===== src/rtl/fetch_prefetch_queue.sv =====
// rtl/fetch_prefetch_queue.sv - decoupled instruction fetch stage with prefetch queue
//
// Purpose: generates sequential fetch PCs, issues requests to a variable-latency
// instruction memory, and buffers returned instructions in a DEPTH-entry queue
// that decode drains with a valid/ready handshake. A redirect (PCSrc) flushes the
// queue and marks every in-flight fetch for silent discard.
//
// Ports:
//   CLK, resetl                      clock, asynchronous active-low reset
//   StartPC                          PC loaded when leaving the INIT cycle
//   PCSrc, TargetPC                  redirect request and target
//   imem_req_valid/ready/addr        fetch request channel (addr = currentpc)
//   imem_rsp_valid/data              in-order fetch responses, latency >= 1
//   id_valid/ready/instruction/pc    queue head toward decode
//   currentpc                        next PC to be requested
//   proto_err                        sticky: response seen with nothing outstanding
module fetch_prefetch_queue #(
  parameter int XLEN    = 64,
  parameter int ILEN    = 32,
  parameter int DEPTH   = 4,
  parameter int PC_STEP = 4
) (
  input  logic            CLK,
  input  logic            resetl,
  input  logic [XLEN-1:0] StartPC,
  input  logic            PCSrc,
  input  logic [XLEN-1:0] TargetPC,
  output logic            imem_req_valid,
  input  logic            imem_req_ready,
  output logic [XLEN-1:0] imem_req_addr,
  input  logic            imem_rsp_valid,
  input  logic [ILEN-1:0] imem_rsp_data,
  output logic            id_valid,
  input  logic            id_ready,
  output logic [ILEN-1:0] id_instruction,
  output logic [XLEN-1:0] id_pc,
  output logic [XLEN-1:0] currentpc,
  output logic            proto_err
);

  localparam int CW = $clog2(DEPTH + 1);
  localparam int PW = $clog2(DEPTH);
  localparam logic [CW:0]     DEPTH_W  = (CW + 1)'(DEPTH);
  localparam logic [CW-1:0]   ONE_C    = CW'(1);
  localparam logic [PW-1:0]   LAST_PTR = PW'(DEPTH - 1);
  localparam logic [PW-1:0]   ONE_P    = PW'(1);
  localparam logic [XLEN-1:0] STEP_W   = XLEN'(PC_STEP);

  typedef enum logic {ST_INIT, ST_RUN} state_t;

  state_t          r_state;
  state_t          w_state_nxt;

  logic [XLEN-1:0] r_currentpc;
  logic [XLEN-1:0] r_rsp_pc;
  logic [CW-1:0]   r_count;
  logic [CW-1:0]   r_outstanding;
  logic [CW-1:0]   r_drop;
  logic [PW-1:0]   r_wr_ptr;
  logic [PW-1:0]   r_rd_ptr;
  logic            r_proto_err;
  logic [ILEN-1:0] r_q_data [DEPTH];
  logic [XLEN-1:0] r_q_pc   [DEPTH];

  logic            w_run;
  logic            w_redirect;
  logic [CW:0]     w_credit;
  logic            w_req_valid;
  logic            w_req_fire;
  logic            w_id_valid;
  logic            w_pop;
  logic            w_rsp_drop;
  logic            w_rsp_take;
  logic            w_rsp_err;
  logic            w_push;
  logic [CW-1:0]   w_out_nxt;

  function automatic logic [PW-1:0] ptr_inc(input logic [PW-1:0] p);
    return (p == LAST_PTR) ? '0 : p + ONE_P;
  endfunction

  always_ff @(posedge CLK or negedge resetl) begin
    if (!resetl) begin
      r_state <= ST_INIT;
    end else begin
      r_state <= w_state_nxt;
    end
  end

  always_comb begin
    w_state_nxt = r_state;
    case (r_state)
      ST_INIT: w_state_nxt = ST_RUN;
      ST_RUN:  w_state_nxt = ST_RUN;
      default: w_state_nxt = ST_INIT;
    endcase
  end

  always_comb begin
    w_run       = (r_state == ST_RUN);
    w_redirect  = w_run && PCSrc;
    // Credit rule: a request is only issued when a queue slot is reserved for
    // its response, so a push can never find the queue full.
    w_credit    = {1'b0, r_count} + {1'b0, r_outstanding};
    w_req_valid = w_run && (w_credit < DEPTH_W) && !PCSrc;
    w_req_fire  = w_req_valid && imem_req_ready;
    w_id_valid  = (r_count != '0) && !PCSrc;
    w_pop       = w_id_valid && id_ready;
    // drop never exceeds outstanding, so the three response cases are exclusive.
    w_rsp_drop  = imem_rsp_valid && (r_drop != '0);
    w_rsp_take  = imem_rsp_valid && (r_drop == '0) && (r_outstanding != '0);
    w_rsp_err   = imem_rsp_valid && (r_drop == '0) && (r_outstanding == '0);
    // A response accepted in the redirect cycle belongs to the old stream.
    w_push      = w_rsp_take && !w_redirect;
    w_out_nxt   = r_outstanding + CW'(w_req_fire) - CW'(w_rsp_drop || w_rsp_take);
  end

  always_ff @(posedge CLK or negedge resetl) begin
    if (!resetl) begin
      r_currentpc   <= '0;
      r_rsp_pc      <= '0;
      r_count       <= '0;
      r_outstanding <= '0;
      r_drop        <= '0;
      r_wr_ptr      <= '0;
      r_rd_ptr      <= '0;
      r_proto_err   <= 1'b0;
    end else begin
      r_proto_err   <= r_proto_err | w_rsp_err;
      r_outstanding <= w_out_nxt;
      if (r_state == ST_INIT) begin
        r_currentpc <= StartPC;
        r_rsp_pc    <= StartPC;
      end else if (w_redirect) begin
        r_currentpc <= TargetPC;
        r_rsp_pc    <= TargetPC;
        r_count     <= '0;
        r_wr_ptr    <= '0;
        r_rd_ptr    <= '0;
        // Everything still in flight after this cycle is stale.
        r_drop      <= w_out_nxt;
      end else begin
        if (w_req_fire) begin
          r_currentpc <= r_currentpc + STEP_W;
        end
        if (w_push) begin
          r_rsp_pc <= r_rsp_pc + STEP_W;
          r_wr_ptr <= ptr_inc(r_wr_ptr);
        end
        if (w_pop) begin
          r_rd_ptr <= ptr_inc(r_rd_ptr);
        end
        if (w_rsp_drop) begin
          r_drop <= r_drop - ONE_C;
        end
        r_count <= r_count + CW'(w_push) - CW'(w_pop);
      end
    end
  end

  // Queue storage needs no reset: count gates every read.
  always_ff @(posedge CLK) begin
    if (w_push) begin
      r_q_data[r_wr_ptr] <= imem_rsp_data;
      r_q_pc[r_wr_ptr]   <= r_rsp_pc;
    end
  end

  assign imem_req_valid = w_req_valid;
  assign imem_req_addr  = r_currentpc;
  assign currentpc      = r_currentpc;
  assign id_valid       = w_id_valid;
  assign id_instruction = r_q_data[r_rd_ptr];
  assign id_pc          = r_q_pc[r_rd_ptr];
  assign proto_err      = r_proto_err;

endmodule


===== config.mk =====
export PLATFORM = sky130hd
export DESIGN_NAME = fetch_prefetch_queue
export DESIGN_NICKNAME = d
export VERILOG_FILES = /design/src/rtl/fetch_prefetch_queue.sv
export SDC_FILE = /design/constraint.sdc
export NUM_CORES = 1
export LEC_CHECK = 0
export BUFFER_PORTS_ARGS = -buffer_cell sky130_fd_sc_hd__buf_2
export CAP_MARGIN = 20
export CORE_MARGIN = 2
export CORE_UTILIZATION = 25
export CTS_CLUSTER_DIAMETER = 120
export DETAILED_ROUTE_END_ITERATION = 10
export GPL_TIMING_DRIVEN = 0
export REMOVE_ABC_BUFFERS = 1
export SLEW_MARGIN = 0
export SYNTH_ARGS = -nofsm -noshare
export SYNTH_HDL_FRONTEND = slang
export SYNTH_SLANG_ARGS = --single-unit

===== constraint.sdc =====
create_clock -name CLK -period 7.5 [get_ports CLK]
set_clock_uncertainty 0.2 [all_clocks]
set_input_delay 0 -clock CLK [delete_from_list [all_inputs] [get_ports CLK]]
set_output_delay 0 -clock CLK [all_outputs]
set_load 0.05 [all_outputs]

# == Word level (Yosys, flattened, before mapping) ==
# Memories as Yosys holds them, arrays and structs flattened.
# Index checks and enable logic that the tools add are counted.
# classes
bitwise_logic,1
n_mux,17
eq_ne,4
addsub,10
reduce_logical,25
order_cmp,1
# ops
cell,count
$mux W64,6
$add A64 B3 Y64 const B,2
$mux W2,6
$logic_and A1 B1 Y1,11
$mux W3,3
$reduce_bool A3 Y1,3
$add A3 B1 Y3,2
$logic_not A3 Y1,2
$ne A3 B1 Y1 const B,2
$reduce_and A2 Y1,3
$reduce_bool A2 Y1,3
$sub A3 B1 Y3,2
$add A2 B1 Y2 const B,2
$add A3 B3 Y4,1
$eq A2 B2 Y1 const B,2
$lt A4 B3 Y1 const B,1
$sub A3 B1 Y3 const B,1
$logic_not A1 Y1,2
$mux W1,2
$logic_or A1 B1 Y1,1
$or A1 B1 Y1,1
# word_totals
ff_bits,143
output_inout_bits,227
ramBits,384
word_cells,69
inputBits,166
mem_count,2
# mem_list
name,words,word_bits,rd,rd_ports_with_merged_regs,write_ports,line_no,rtl
r_q_pc,4,64,1,0,1,63,logic [XLEN-1:0] r_q_pc [DEPTH];
r_q_data,4,32,1,0,1,62,logic [ILEN-1:0] r_q_data [DEPTH];

# == Longest topological paths before layout ==
# depth
word_depth,8
depth_mapped,17
mapped_depth_nobuf,14

# == Least setup slack after synthesis ==
# OpenSTA, ideal clock, no wires.
# synth_timing
path_type,register to register
start,register r_drop[0]
end,"memory r_q_data[3][0], enable pin"
period_less_slack_ns,4.418
required_ns,6.834
setup_time_ns,0.466
arrival_time_ns,3.752
path_stages_with_launch,9
path_buffers,3
slack_ns,3.082
path_cell_list,dfrtp_1 > inv_1 > ha_1 > and3b_1 > clkbuf_1 > and2_1 > clkbuf_1 > clkbuf_1 > and3_1
# synth_via
elab_chain_cells,6
# synth_lines
element,line_no,rtl
"start, declared",58,logic [CW-1:0] r_drop;
"start signal, assigned",141,r_drop <= w_out_nxt;
"start signal, assigned",154,r_drop <= r_drop - ONE_C;
$logic_not A3 Y1,111,w_rsp_take = imem_rsp_valid && (r_drop == '0) && (r_outstanding != '0);
$logic_and A1 B1 Y1 (2 in series),111,
$logic_and A1 B1 Y1,114,w_push = w_rsp_take && !w_redirect;
$mux W1,163,if (w_push) begin
$mux W1 (not written as such),164,r_q_data[r_wr_ptr] <= imem_rsp_data;
"end, declared",62,
# Every way passes these cells.

# == Worst setup path in the final report ==
# layout_timing
start,register r_state
end,register r_rsp_pc[59]
# layout_via
elab_chain_cells,4
word_cells_on_any_way,6
cone_classes,1 x eq/ne; 2 x mux; 3 x reduce/logical
# layout_lines
element,line_no,rtl
"start, declared",51,state_t r_state;
"start signal, assigned",86,r_state <= w_state_nxt;
$logic_and A1 B1 Y1,101,w_redirect = w_run && PCSrc;
$logic_not A1 Y1,114,
$logic_and A1 B1 Y1,114,
$ne A3 B1 Y1 (no source line),--,
"end signal, assigned",133,r_rsp_pc <= StartPC;
"end signal, assigned",136,r_rsp_pc <= TargetPC;
"end signal, assigned",147,r_rsp_pc <= r_rsp_pc + STEP_W;
"end, declared",55,logic [XLEN-1:0] r_rsp_pc;
# Parallel ways exist; a longest one is shown, timed or not.
# A chain may end at the register's enable or synchronous reset.

==> impl_metrics.json <==
{
  "yosysTopAreaCell": "edfxtp_1",
  "synth_most_common_cell": "edfxtp_1",
  "synth_area_per_cell_um2": 13.5,
  "fin_nets": 2464,
  "grt_pass1_wl_um": 115000,
  "cp_slowest_cell": "nor2b_4",
  "tns_ps": 0,
  "drtPass1Iterations": 8,
  "period_share_pct": 53.9,
  "p_leak_nw": 11.0,
  "drtIter0Drc": 1656,
  "yosys_most_used_dff": "edfxtp_1",
  "critical_path_class": "reg2reg",
  "numClockSinks": 525,
  "drc_errors": 0,
  "yosys-top-cells-count": "384 x edfxtp_1, 191 x a21oi_1, 141 x dfrtp_1",
  "synth_top_area_share_pct": 49.0,
  "setup_viol": 0,
  "ir_drop_mv": 0.174,
  "grt_max_degree": 77,
  "start_kind": "register",
  "stdcell_area_um2": 30900,
  "rsz0062_at_grt": "false",
  "ys_warn_count": 0,
  "clkTransAtPathRegs_ps": 70,
  "drt_wl_total_um": 79300,
  "outcome": "completed",
  "hold_violations": 0,
  "fin_crit_ps": 4040,
  "max_freq_mhz": 247,
  "initial_core_util_pct": 25.2,
  "cts_tree": "done",
  "critPathBufInv": 2,
  "hold_path_class": "in2reg",
  "total_power_mw": 9.48,
  "syn_inst": 1744,
  "io_buffers": 392,
  "die_x_um": 311,
  "power_density_nw_per_um2": 307,
  "worst_path_largest_cell_delay_ps": 850,
  "cp.required_ps": 7800,
  "ioPinCount": 393,
  "critPathTopFamily": "simple AND/OR/NAND/NOR gates",
  "grt.total_usage_pct": 15.9,
  "row_count": 112,
  "insertion_delay_ps": 640,
  "cts_resized": 0,
  "drive_above_1_share_pct": 27.1,
  "cts_htree_levels": 2,
  "grt_pass1_vias": 17000,
  "synth-edff-count": 384,
  "cts_root_buf": "clkbuf_16",
  "gp_congestion": 0.830,
  "ys_types": 65,
  "worst-slew-pin-transition_ps": 1140,
  "arrival_ps": 4350,
  "holdWs_ps": 72.2,
  "synth_area_leaders": "edfxtp_1 49%, dfrtp_1 15%, mux4_2 9.2%",
  "ys_ff_latch": 525,
  "syn_area_um2": 23500,
  "async_reset_ff_share_pct": 26.9,
  "endpoint_kind": "register",
  "routed_via_density": 4.83,
  "area_growth_pct": 31.2,
  "cp_max_fo": 50,
  "timing.critical_path.cells": "buf_16 > nor2b_4 > nand2_2 > o21ai_0 > a2bb2oi_1 > dlygate4sd3_1",
  "slew_headroom_pct": 23.0,
  "die_h_um": 311,
  "numCtsBuffers": 54,
  "grt_remaining_overflow": 0,
  "clockBufferDepth": 3,
  "slew_viol_final": 0,
  "maxCapViolations": 0,
  "postPlaceCellArea_um2": 26900,
  "drtAntennaViolNets": 0,
  "place_hpwl_um": 54600,
  "antenna_found_initial": 2,
  "synth-seq-area-share_pct": 64.0,
  "core_area_um2": 93300,
  "die-area_um2": 96600,
  "wire_per_inst_um": 22.1,
  "vias": 17300,
  "final_util_pct": 33.1
}
worst min-delay path, stage by stage:
cell,delay (ps)
buf_2,90
nor2b_1,190
a21oi_1,330
a21oi_1,120
nor2_1,80
a21oi_1,40
state kept, by name (all words and copies together) (netlist names), 2 cells and up:
register	flops
r_q_data	128
r_rsp_pc	63
r_count	3
r_outstanding	3
currentpc	63
r_drop	3
r_wr_ptr	2
r_q_pc	256
r_rd_ptr	2
routing by layer:
layer | track usage [%] | routed length (um)
met1 | 21.7 | 35100
met2 | 25.6 | 37000
met3 | 3.16 | 4990
met4 | 4.98 | 2270
met5 | 0 | 14
cell type report:
class	instances	area, um^2
Multi-Input combinational cell	1027	7540
Timing Repair Buffer	627	4650
Inverter	46	173
Fill cell	9203	62400
Sequential cell	525	15100
Clock inverter	37	458
Clock buffer	63	1420
Antenna cell	5	12.5
Tap cell	1254	1570
what timing repair did:
item | 4_1_cts | 5_1_grt
setup buffers | 0 | 0
endpoints found under the hold margin | 406 | 0
hold buffers | 212 | 0
power breakdown:
part | internal, mW | leakage (nW) | switching (mW) | total, mW
Clock | 1.67 | 0.918 | 1.20 | 2.87
Sequential | 3.35 | 5.27 | 0.320 | 3.67
Combinational | 0.920 | 4.86 | 2.02 | 2.94
layout by cell type (no fill, tap or decap), types with 8 or more instances in the layout:
cell,instances
buf_2,391
edfxtp_1,384
dlygate4sd3_1,211
a21oi_1,191
dfrtp_1,138
o21ai_0,120
nand2_1,113
mux4_2,96
nor2_1,61
nand3_1,58
clkbuf_16,54
nor2b_1,51
inv_1,46
nand4_1,36
nor3_1,33
nor4_1,28
o31ai_1,22
xnor2_1,19
and3_1,19
buf_16,17
ha_1,15
o22ai_1,12
a31oi_1,10
and4_1,10
a2bb2oi_1,10
xor2_1,9
or3_1,9
bufinv_16,9
clkinv_1,9
clkinv_2,8
final timing paths:
check	slack, ps	from	cells past startpoint	endpoint
setup / recovery	3460	r_state	6	r_rsp_pc[59]
min in group asynchronous	280	resetl	4	r_drop[1]
setup reg to reg	3460	r_state	6	r_rsp_pc[59]
max in group asynchronous	6390	resetl	4	r_rsp_pc[52]
hold reg to reg	300	proto_err	1	proto_err
hold / removal	70	StartPC[38]	6	currentpc[38]
stage by stage:
| step | instances | setup WS [ps] |
|---|---|---|
| 6_report | 3584 | 3460 |
| 5_1_grt | 3579 | 3230 |
| 4_1_cts | 3578 | 3430 |
| 3_5_place_dp | 3266 | 3650 |
| 3_3_place_gp | 3244 | -4510 |
| 2_1_floorplan | 1598 | 1080 |
logic make-up after synthesis:
family | Yosys count | synth area share (%)
multiplexers | 103 | 9.49
AND/OR/NAND/NOR | 467 | 10.4
adder cells (fa/ha/maj) | 17 | 0.967
flip-flops | 525 | 64.0
other | 1 | 0.0159
AO/OA/AOI/OAI | 411 | 9.89
XOR/XNOR | 28 | 1.04
buffers and inverters | 192 | 4.18
No activity file was read; power rests on OpenSTA's default activity.
